## src/rtl/dmux8_dispatch_pkg.sv

```systemverilog
// ---------------------------------------------------------------------------
// dmux8_dispatch_pkg
//   Shared definitions for the 8-way dispatch controller: lane count,
//   destination index width and the controller state encoding.
//   No ports (package).
// ---------------------------------------------------------------------------
package dmux8_dispatch_pkg;

    localparam int LANES  = 8;
    localparam int DEST_W = 3;

    // IDLE: nothing held. HOLD: word held and presented on its lane.
    // DROP: one-cycle timeout discard (only reachable with the timeout build).
    typedef enum logic [1:0] {
        ST_IDLE = 2'b00,
        ST_HOLD = 2'b01,
        ST_DROP = 2'b10
    } state_t;

endpackage

```

## src/rtl/dmux8_dispatch_route.sv

```systemverilog
// ---------------------------------------------------------------------------
// dmux8_dispatch_route
//   Combinational 1-of-8 steering of the held word and its valid flag onto
//   the lane bus. Only the addressed lane carries data; every other lane is
//   driven to zero, and all lanes are zero when nothing is presented.
// Ports
//   hold       in   1              a word is being presented
//   dest       in   DEST_W         lane index of the held word
//   word       in   WIDTH          held word
//   out_data   out  LANES*WIDTH    lane k = out_data[k*WIDTH +: WIDTH]
//   out_valid  out  LANES          one-hot (or zero) lane valid
// ---------------------------------------------------------------------------
module dmux8_dispatch_route
    import dmux8_dispatch_pkg::*;
#(
    parameter int WIDTH = 16
) (
    input  logic                    hold,
    input  logic [DEST_W-1:0]       dest,
    input  logic [WIDTH-1:0]        word,
    output logic [LANES*WIDTH-1:0]  out_data,
    output logic [LANES-1:0]        out_valid
);

    always_comb begin
        out_data  = '0;
        out_valid = '0;
        if (hold) begin
            out_valid[dest]                = 1'b1;
            out_data[dest*WIDTH +: WIDTH]  = word;
        end
    end

endmodule

```

## src/rtl/dmux8_dispatch.sv

```systemverilog
// ---------------------------------------------------------------------------
// dmux8_dispatch
//   Sequencing controller for the 16-bit 8-way demux fabric. Accepts one word
//   per cycle from a single producer, holds it in a single-entry register and
//   presents it to one of 8 consumer lanes. The destination is either the
//   addressed input or an internal round-robin pointer.
//
//   Handshake rules: a transfer happens on a rising edge where valid and ready
//   are both high. The producer side transfers on in_valid & in_ready; lane k
//   transfers on out_valid[k] & out_ready[k], except in a cycle with flush=1,
//   where consumers must not sample and the held word is discarded.
//
//   Optional feature (macro DMUX_DISPATCH_TIMEOUT_EN): a word stalled for
//   TIMEOUT consecutive HOLD cycles is dropped through a one-cycle DROP state
//   and counted in drop_count (saturating). Without the macro, HOLD waits
//   indefinitely and drop_count is tied to zero.
//
// Ports
//   clk         in   1          rising-edge clock
//   rst_n       in   1          asynchronous active-low reset
//   in_data     in   WIDTH      word to dispatch
//   in_dest     in   3          destination lane when rr_mode=0
//   in_valid    in   1          producer has a word
//   in_ready    out  1          dispatcher accepts this cycle
//   rr_mode     in   1          1: ignore in_dest, use round-robin pointer
//   flush       in   1          synchronous discard of held word
//   out_data    out  8*WIDTH    lane k = out_data[k*WIDTH +: WIDTH]
//   out_valid   out  8          one-hot (or zero) lane valid
//   out_ready   in   8          per-lane consumer ready
//   busy        out  1          a word is held (state != IDLE)
//   drop_count  out  8          timeout drops, saturating
// ---------------------------------------------------------------------------
module dmux8_dispatch
    import dmux8_dispatch_pkg::*;
#(
    parameter int WIDTH   = 16,
    parameter int TIMEOUT = 15
) (
    input  logic                    clk,
    input  logic                    rst_n,
    input  logic [WIDTH-1:0]        in_data,
    input  logic [DEST_W-1:0]       in_dest,
    input  logic                    in_valid,
    output logic                    in_ready,
    input  logic                    rr_mode,
    input  logic                    flush,
    output logic [LANES*WIDTH-1:0]  out_data,
    output logic [LANES-1:0]        out_valid,
    input  logic [LANES-1:0]        out_ready,
    output logic                    busy,
    output logic [7:0]              drop_count
);

    state_t              state_q;
    state_t              state_d;
    logic [WIDTH-1:0]    held_q;
    logic [DEST_W-1:0]   dest_q;
    logic [DEST_W-1:0]   rr_ptr_q;
    logic [DEST_W-1:0]   dest_sel;
    logic                in_hold;
    logic                lane_ready;
    logic                accept;
    logic                timeout_hit;

    assign in_hold    = (state_q == ST_HOLD);
    assign lane_ready = out_ready[dest_q];
    assign dest_sel   = rr_mode ? rr_ptr_q : in_dest;

    // A new word can be taken when empty, or when the held word leaves on
    // this same edge. rst_n gating keeps in_ready low during reset.
    assign in_ready = rst_n & ~flush & ((state_q == ST_IDLE) | (in_hold & lane_ready));
    assign accept   = in_valid & in_ready;
    assign busy     = (state_q != ST_IDLE);

`ifdef DMUX_DISPATCH_TIMEOUT_EN
    localparam int CNT_W = $clog2(TIMEOUT + 1);

    logic [CNT_W-1:0] hold_cnt_q;
    logic [7:0]       drop_q;
    logic             stall;

    // A stall cycle is a HOLD cycle whose lane is not ready; the counter
    // value equals the number of earlier stall cycles, so the TIMEOUT-th
    // stall cycle is the one that sees TIMEOUT-1.
    assign stall       = in_hold & ~lane_ready;
    assign timeout_hit = stall & (hold_cnt_q == CNT_W'(TIMEOUT - 1));
    assign drop_count  = drop_q;

    always_ff @(posedge clk or negedge rst_n) begin
        if (!rst_n) begin
            hold_cnt_q <= '0;
            drop_q     <= '0;
        end else begin
            if (flush || !stall) begin
                hold_cnt_q <= '0;
            end else begin
                hold_cnt_q <= hold_cnt_q + 1'b1;
            end
            if (timeout_hit && !flush && (drop_q != 8'hFF)) begin
                drop_q <= drop_q + 8'd1;
            end
        end
    end
`else
    logic unused_timeout;

    // Keeps the parameter referenced when the timeout path is compiled out.
    assign unused_timeout = (TIMEOUT == 0);
    assign timeout_hit    = 1'b0;
    assign drop_count     = '0;
`endif

    // Next-state logic: flush wins over everything, then accept, then the
    // lane handshake, then timeout.
    always_comb begin
        state_d = state_q;
        if (flush) begin
            state_d = ST_IDLE;
        end else begin
            case (state_q)
                ST_IDLE: begin
                    if (accept) state_d = ST_HOLD;
                end
                ST_HOLD: begin
                    if (accept)           state_d = ST_HOLD;
                    else if (lane_ready)  state_d = ST_IDLE;
                    else if (timeout_hit) state_d = ST_DROP;
                end
`ifdef DMUX_DISPATCH_TIMEOUT_EN
                ST_DROP: state_d = ST_IDLE;
`endif
                default: state_d = ST_IDLE;
            endcase
        end
    end

    always_ff @(posedge clk or negedge rst_n) begin
        if (!rst_n) begin
            state_q  <= ST_IDLE;
            held_q   <= '0;
            dest_q   <= '0;
            rr_ptr_q <= '0;
        end else begin
            state_q <= state_d;
            if (accept) begin
                held_q <= in_data;
                dest_q <= dest_sel;
            end else if (flush) begin
                held_q <= '0;
            end
            // Pointer advances only on words it actually addressed; the
            // 3-bit width gives the 7->0 wrap.
            if (accept && rr_mode) begin
                rr_ptr_q <= rr_ptr_q + 1'b1;
            end
        end
    end

    dmux8_dispatch_route #(
        .WIDTH (WIDTH)
    ) u_route (
        .hold      (in_hold),
        .dest      (dest_q),
        .word      (held_q),
        .out_data  (out_data),
        .out_valid (out_valid)
    );

endmodule

```

## config.mk

```make
export PLATFORM = sky130hd
export DESIGN_NAME = dmux8_dispatch
export DESIGN_NICKNAME = d
export VERILOG_FILES = /design/src/rtl/dmux8_dispatch_pkg.sv /design/src/rtl/dmux8_dispatch_route.sv /design/src/rtl/dmux8_dispatch.sv
export SDC_FILE = /design/constraint.sdc
export NUM_CORES = 1
export LEC_CHECK = 0
export CAP_MARGIN = 20
export CORE_MARGIN = 2
export CORE_UTILIZATION = 30
export CTS_CLUSTER_SIZE = 40
export DETAILED_ROUTE_END_ITERATION = 16
export PLACE_DENSITY = 0.86
export SETUP_SLACK_MARGIN = 0.05
export SYNTH_ARGS = -nofsm -noshare
export SYNTH_HDL_FRONTEND = slang
export SYNTH_SLANG_ARGS = --single-unit
export TNS_END_PERCENT = 20
```

## constraint.sdc

```tcl
create_clock -name clk -period 2.8 [get_ports clk]
set_input_delay 0.56 -clock clk [delete_from_list [all_inputs] [get_ports clk]]
set_output_delay 0.56 -clock clk [all_outputs]
set_load 0.1 [all_outputs]
```

* Word-level counts from Yosys, hierarchy flattened
Index checks and enable logic that the tools add are counted.
** Operators by class
- Add/subtract/negate cells :: 2
- Mux-type cells :: 14
- Shifts and indexed selects :: 2
- Reduce and logical (&&, ||, !) cells :: 6
- Order comparisons :: 2
- Divide/modulo/power cells :: 0
- Multiply operators :: 0
- Bitwise logic cells :: 7
- Equality and inequality tests :: 3
** Operators with widths (number)
- AND 128 bit :: 1
- two-way mux 128 bit :: 1
- variable shift 16 x 34 -> 128 bit (first input constant) :: 1
- variable part select 16 x 34 -> 128 bit :: 1
- negation 7 -> 34 bit :: 1
- two-way mux 16 bit :: 2
- two-way mux 2 bit :: 4
- two-way mux 8 bit :: 1
- AND 1 bit :: 4
- < comparator 3 x 4 -> 1 bit (second input constant) :: 1
- inequality test 4 x 2 -> 1 bit (second input constant) :: 1
- case mux 2 bit (2 select lines) :: 1
- nonzero test 2 bit :: 2
- adder 3 x 1 -> 3 bit (second input constant) :: 1
- binary-select mux 1 bit (select 3 bit) :: 1
- demux 1 bit (select 3 bit) :: 1
- >= comparator 3 x 1 -> 1 bit (second input constant) :: 1
- two-way mux 3 bit :: 1
- inequality test 3 bit (second input constant) :: 1
- equality test 2 x 1 -> 1 bit (second input constant) :: 1
- logical AND 1 bit :: 2
- logical NOT 2 bit :: 1
- two-way mux 1 bit :: 2
- AND reduction 2 bit :: 1
- 2 further kinds :: 2
** Word-level totals
- Bits in latches :: 0
- Memories kept :: 0
- Memory bits (read-only) :: 0
- Flip-flop bits (word level) :: 24
- RAM bits :: 0
- Logic and storage cells :: 40
- Input bits :: 32
- Output and inout port bits :: 146

* Depth between registers and ports, before layout
Gate-level depths: netlist (run 1).
- Word-level depth :: 9
- Gate-level depth with buffers :: 9
- Mapped depth without buffers :: 7

* Hierarchy
A second synthesis (run 1) with hierarchy kept.
** Second synthesis, totals
- Cell total of the unflattened synthesis :: 368
- Area, all modules :: 2733.9 um^2
** Modules (own cells, without submodules)
- dmux8_dispatch :: cells each 157, area each 1532.7 um^2, seq. area each 575.6 um^2, times used 1
- dmux8_dispatch_route :: cells each 211, area each 1201.2 um^2, seq. area each 0.0 um^2, times used 1

* Worst setup path before layout (run 1)
OpenSTA, ideal clock, no wires.
- Path kind :: reg-to-output
- Start point :: reg state_q[0]
- End point :: out out_valid[0]
- Stages on the path, launching flop included :: 3
- Buffers on the path :: 0
- Required time :: 2240 ps
- Slack :: -1098 ps
- Data arrival time :: 3338 ps
- Path through :: dfrtp_1 -> nand2b_1 -> nor3_1
** Between the ends
- Cells in the longest elaborated chain, start to end :: 2
** Ends and longest elaborated chain
- start: declaration :: line dmux8_dispatch.sv:54 : state_t state_q;
- start signal: assignment :: line dmux8_dispatch.sv:144 : state_q <= state_d;
- equality test 2 x 1 -> 1 bit :: line dmux8_dispatch.sv:65 : assign in_hold = (state_q == ST_HOLD);
- two-way mux 8 bit :: line dmux8_dispatch_route.sv:28 : if (hold) begin
- end: declaration :: line dmux8_dispatch.sv:48 : output logic [LANES-1:0] out_valid,
No other way between the ends.

* Worst setup path after layout (run 1)
- Start point :: reg dest_q[0]
- End point :: out out_data[97]
** Between the ends
- Cells in the longest elaborated chain, start to end :: 4
- Elaborated cells between the ends (all ways) :: 5
- Classes of those cells :: 1 x add/sub; 2 x shift; 1 x mux; 1 x bitwise
** Ends and longest elaborated chain
- start: declaration :: line dmux8_dispatch.sv:57 : logic [DEST_W-1:0] dest_q;
- start signal: assignment :: line dmux8_dispatch.sv:147 : dest_q <= dest_sel;
- negation 7 -> 34 bit * :: line dmux8_dispatch_route.sv:30 : out_data[dest*WIDTH +: WIDTH] = word;
- variable part select 16 x 34 -> 128 bit or variable shift 16 x 34 -> 128 bit (tied branches) :: line dmux8_dispatch_route.sv:30
- AND 128 bit (no source line) *
- two-way mux 128 bit * :: line dmux8_dispatch_route.sv:28
- end: declaration :: line dmux8_dispatch.sv:47 : output logic [LANES*WIDTH-1:0] out_data,
Every way passes the cells marked *; elsewhere a longest branch is shown, timed or not.

==> impl_results.md, run 1 <==
- Reg clk slew, reported paths: 0.08 ns
- Design area: 0.00584 mm2
- FILL cells: 287
- Worst R2R End: dest_q[2]
- Top cells by area, synth: and2_1 (38%), dfrtp_1 (27%), a22o_1 (6.6%)
- Layout cells sized above 1: 0.638
- Gr usage total: 0.305
- Status: finished, violations left
- #FFs+latches synth: 23
- Starting Density: 0.312
- Critical-path maximum fanout: 6
- Worst R2R Path Depth: 7
- RR Startpoint: dest_q[2]
- First-pass GRT wire length: 17700 um
- Min-delay src: rr_ptr_q[0]
- H-tree Lvls: 1
- Synthesized area per cell: 8.23 um2
- Post-synthesis mux area share: 0.0558
- Vias: 2957
- Nature of the critical path startpoint: register
- Synth Area in Compound Gates: 0.101
- Core Region: 0.00683 mm2
- Failing checks: setup timing
- Io pins: 178
- Largest stage delay, worst path: 0.40 ns
- Hold EP: rr_ptr_q[0]
- Hold buffers post-CTS: 0
- CP Depth: 9
- RePlAce Congestion: 0.814
- CP top delay family: buffers and inverters
- Met3 usage: 0.0588
- Diodes inserted: 0
- Critical path class: reg2out
- TritonCTS Buffers: 3
- Routing usage on met1: 0.346
- Routed WL: 13700 um
- Synth Instances: 259
- Post-synth ARST share: 1.00
- Synth Area in Simple Gates: 0.457
- Pin count of the biggest net entering global routing: 20
- Routed Antenna Nets: 0
- Top_reg_cell synth: dfrtp_1
- Die height: 88.3 um
- Final Cycle Share: 1.05
- DRC Markers: 0
- Pwr Density: 311 mW/mm2
- Seq/Total Area, Yosys: 0.270
- DIE WIDTH: 88.3 um
- GRT overflow: 0
- Least-Margin Pin Slew: 0.970 ns
- # setup viols final: 82
- HPWL after DPL: 9220 um
- Fmax: 340 MHz
- PnR worst setup slack: -0.137 ns
- Worst path slowest cell: dfrtp_1
- R2r setup slk: 0.21 ns
- CP endpoint kind: output pin
- Buffers on Ports: 169
- DP Area: 0.00549 mm2
- Post-Syn Area: 0.00213 mm2
- Synth Area in Adders: 0.0411
- Worst skew pair latency: 0.26 ns
- Setup total negative slack: -5.43 ns
- Post-synth top area share: 0.379
- Max Slew Vio Count: 0
- Layer with the highest usage: met2
- Crit-path cells: inv_2, ha_4, ha_4, buf_6, buf_4, a211oi_4, buf_6, and2_4, buf_12
- Post-layout minimum cycle time: 2.94 ns
- Hold Violations, Final: 0
- Yosys warning count: 0
- Clock buffer depth: 2
- Routed vias/inst: 5.33
- FP Rows: 30
- Max-slew headroom: 0.353
- Clk root buf: clkbuf_8
- WP buf/inv: 5
- CTS tree: yes
- Worst Skew: 0.00432 ns
- Vias in the first global route: 2960
- Area delta synth->final: 174%
- # Max-Cap Violations: 0
- Initial antenna violation count: 0
- Drt pass-1 iters: 4
- Die area: 0.00780 mm2
- Worst setup startpoint: dest_q[0]
- WL per Instance: 24.6 um
- Largest family of logic cells by synthesized area: simple AND/OR/NAND/NOR gates
- Area leader, netlist: and2_1
- # clock sinks: 23
- Global routing usage on met2: 0.567
- Distinct cells, synth: 32
- Leak pwr: 2.55 nW
- Pre-CTS setup slack: 0.0224 ns
- Crit path DAT: 2.38 ns
- RSZ-0062 raised after global routing: yes
- Peak supply drop: 0.383 mV
- DR iter-0 viols: 247
- Hold Crit Class: reg2reg
- Hold Crit Depth: 1
- Nets: 499
- EDFF count, synth: 0
- Post-synthesis share of cell area spent on xor and xnor gates: 0.00822
- WP data required: 2.24 ns
## through the flow
step           hold slack (ns)  instances  total power, mW   util
3_3_place_gp             0.458        535             1.14  0.803
2_1_floorplan            0.264        266            0.963      -
4_1_cts                  0.513        548             1.58  0.834
5_1_grt                  0.521        555             1.88  0.855
3_5_place_dp             0.502        535             1.20  0.803
6_report                 0.510        555             1.82  0.855
## kinds of logic after synthesis
family / count (synthesis)
buffers and inverters: 24
XOR/XNOR: 2
other: 1
multiplexers: 11
AND/OR/NAND/NOR: 165
adder cells (fa/ha/maj): 7
flip-flops: 23
AO/OA/AOI/OAI: 26
## worst max path at each step
stage | slack, ns | end
6_report | -0.14 | out_data[97]
5_1_grt | -0.16 | out_data[97]
4_1_cts | -0.06 | out_data[74]
3_5_place_dp | 0.02 | out_data[19]
3_3_place_gp | 0.05 | in_ready
2_1_floorplan | -0.03 | out_data[115]
## Yosys cell counts (2+ instances only)
library cell	count
and2_1	129
dfrtp_1	23
a22o_1	16
nor2_1	14
buf_4	9
ha_1	7
mux2i_1	7
clkbuf_1	6
inv_1	6
nand2_1	6
nor3_1	6
a211oi_1	3
mux2_2	3
a21oi_1	2
buf_6	2
nand2b_1	2
nand3_1	2
xor2_1	2
## sequential cells by signal, indices dropped and copies added (netlist names)
name	cells
dest_q	3
state_q	1
held_q	16
rr_ptr_q	3
## report_power, final
part	leakage, nW	switching, mW	internal (mW)
combinational	2.22	0.642	0.509
clock	0.0255	0.106	0.0993
sequential	0.303	0.0766	0.384
total	2.55	0.824	0.993
## final cells by class
class | instances | area, um2 | share of cell area
Clock buffer | 3 | 41.3 | 0.00707
Clock inverter | 1 | 5.00 | 0.000857
Inverter | 6 | 27.5 | 0.00471
Multi-Input combinational cell | 219 | 1770 | 0.303
Sequential cell | 23 | 577 | 0.0988
Tap cell | 96 | 120 | 0.0206
Timing Repair Buffer | 207 | 3300 | 0.565
## worst register-to-register path, cell delays in order (launching register included)
cell,delay [ns]
dfrtp_1,0.39
buf_4,0.18
nor2_1,0.40
a222oi_1,0.17
buf_4,0.18
buf_4,0.15
a21oi_2,0.73
mux2i_1,0.31
## per-layer routing
layer / vias to the layer above / part of all wire
met3: 47 / 0.081
li1: 1235 / -
met5: - / 0
met4: 0 / 0.042
met2: 204 / 0.52
met1: 1471 / 0.35
## placed cells by master, fill, tap and decap left out, drive strengths merged
cell type        n
and3             1
nor2b            1
inv              6
nor2            14
a222oi           1
clkinv           1
dfrtp           23
or2              1
conb             8
nor3             6
a21oi            3
a31o             1
xor2             2
nand2b           2
a22o            16
mux2i            7
nand4b           1
buf            176
o31ai            1
or3              1
clkbuf           3
clkdlybuf4s50   31
and2           129
nand3            2
mux2             4
a211oi           3
o21a             1
nand4            1
nand2            6
ha               7
## timing repair
action | in CTS | in global routing
pin swaps | 7 | 11
setup buffers | 7 | 6
resized for setup | 33 | 34
cloned | 2 | 1
setup endpoints to repair | 75 | 120
Note: power is estimated with default switching activity, not from simulation.
==> run 2: changes to the inputs <==
Settings changed: CTS_CLUSTER_DIAMETER set to 30.
==> results of run 2 <==
Same layout as run 1: the final DEF is identical, and so are final timing and power.
==> run 3: changes to the inputs <==
Settings changed: CTS_CLUSTER_DIAMETER 30 to 120, HOLD_SLACK_MARGIN set to 0.06.
==> results of run 3 <==
Same layout as run 1: the final DEF is identical, and so are final timing and power.
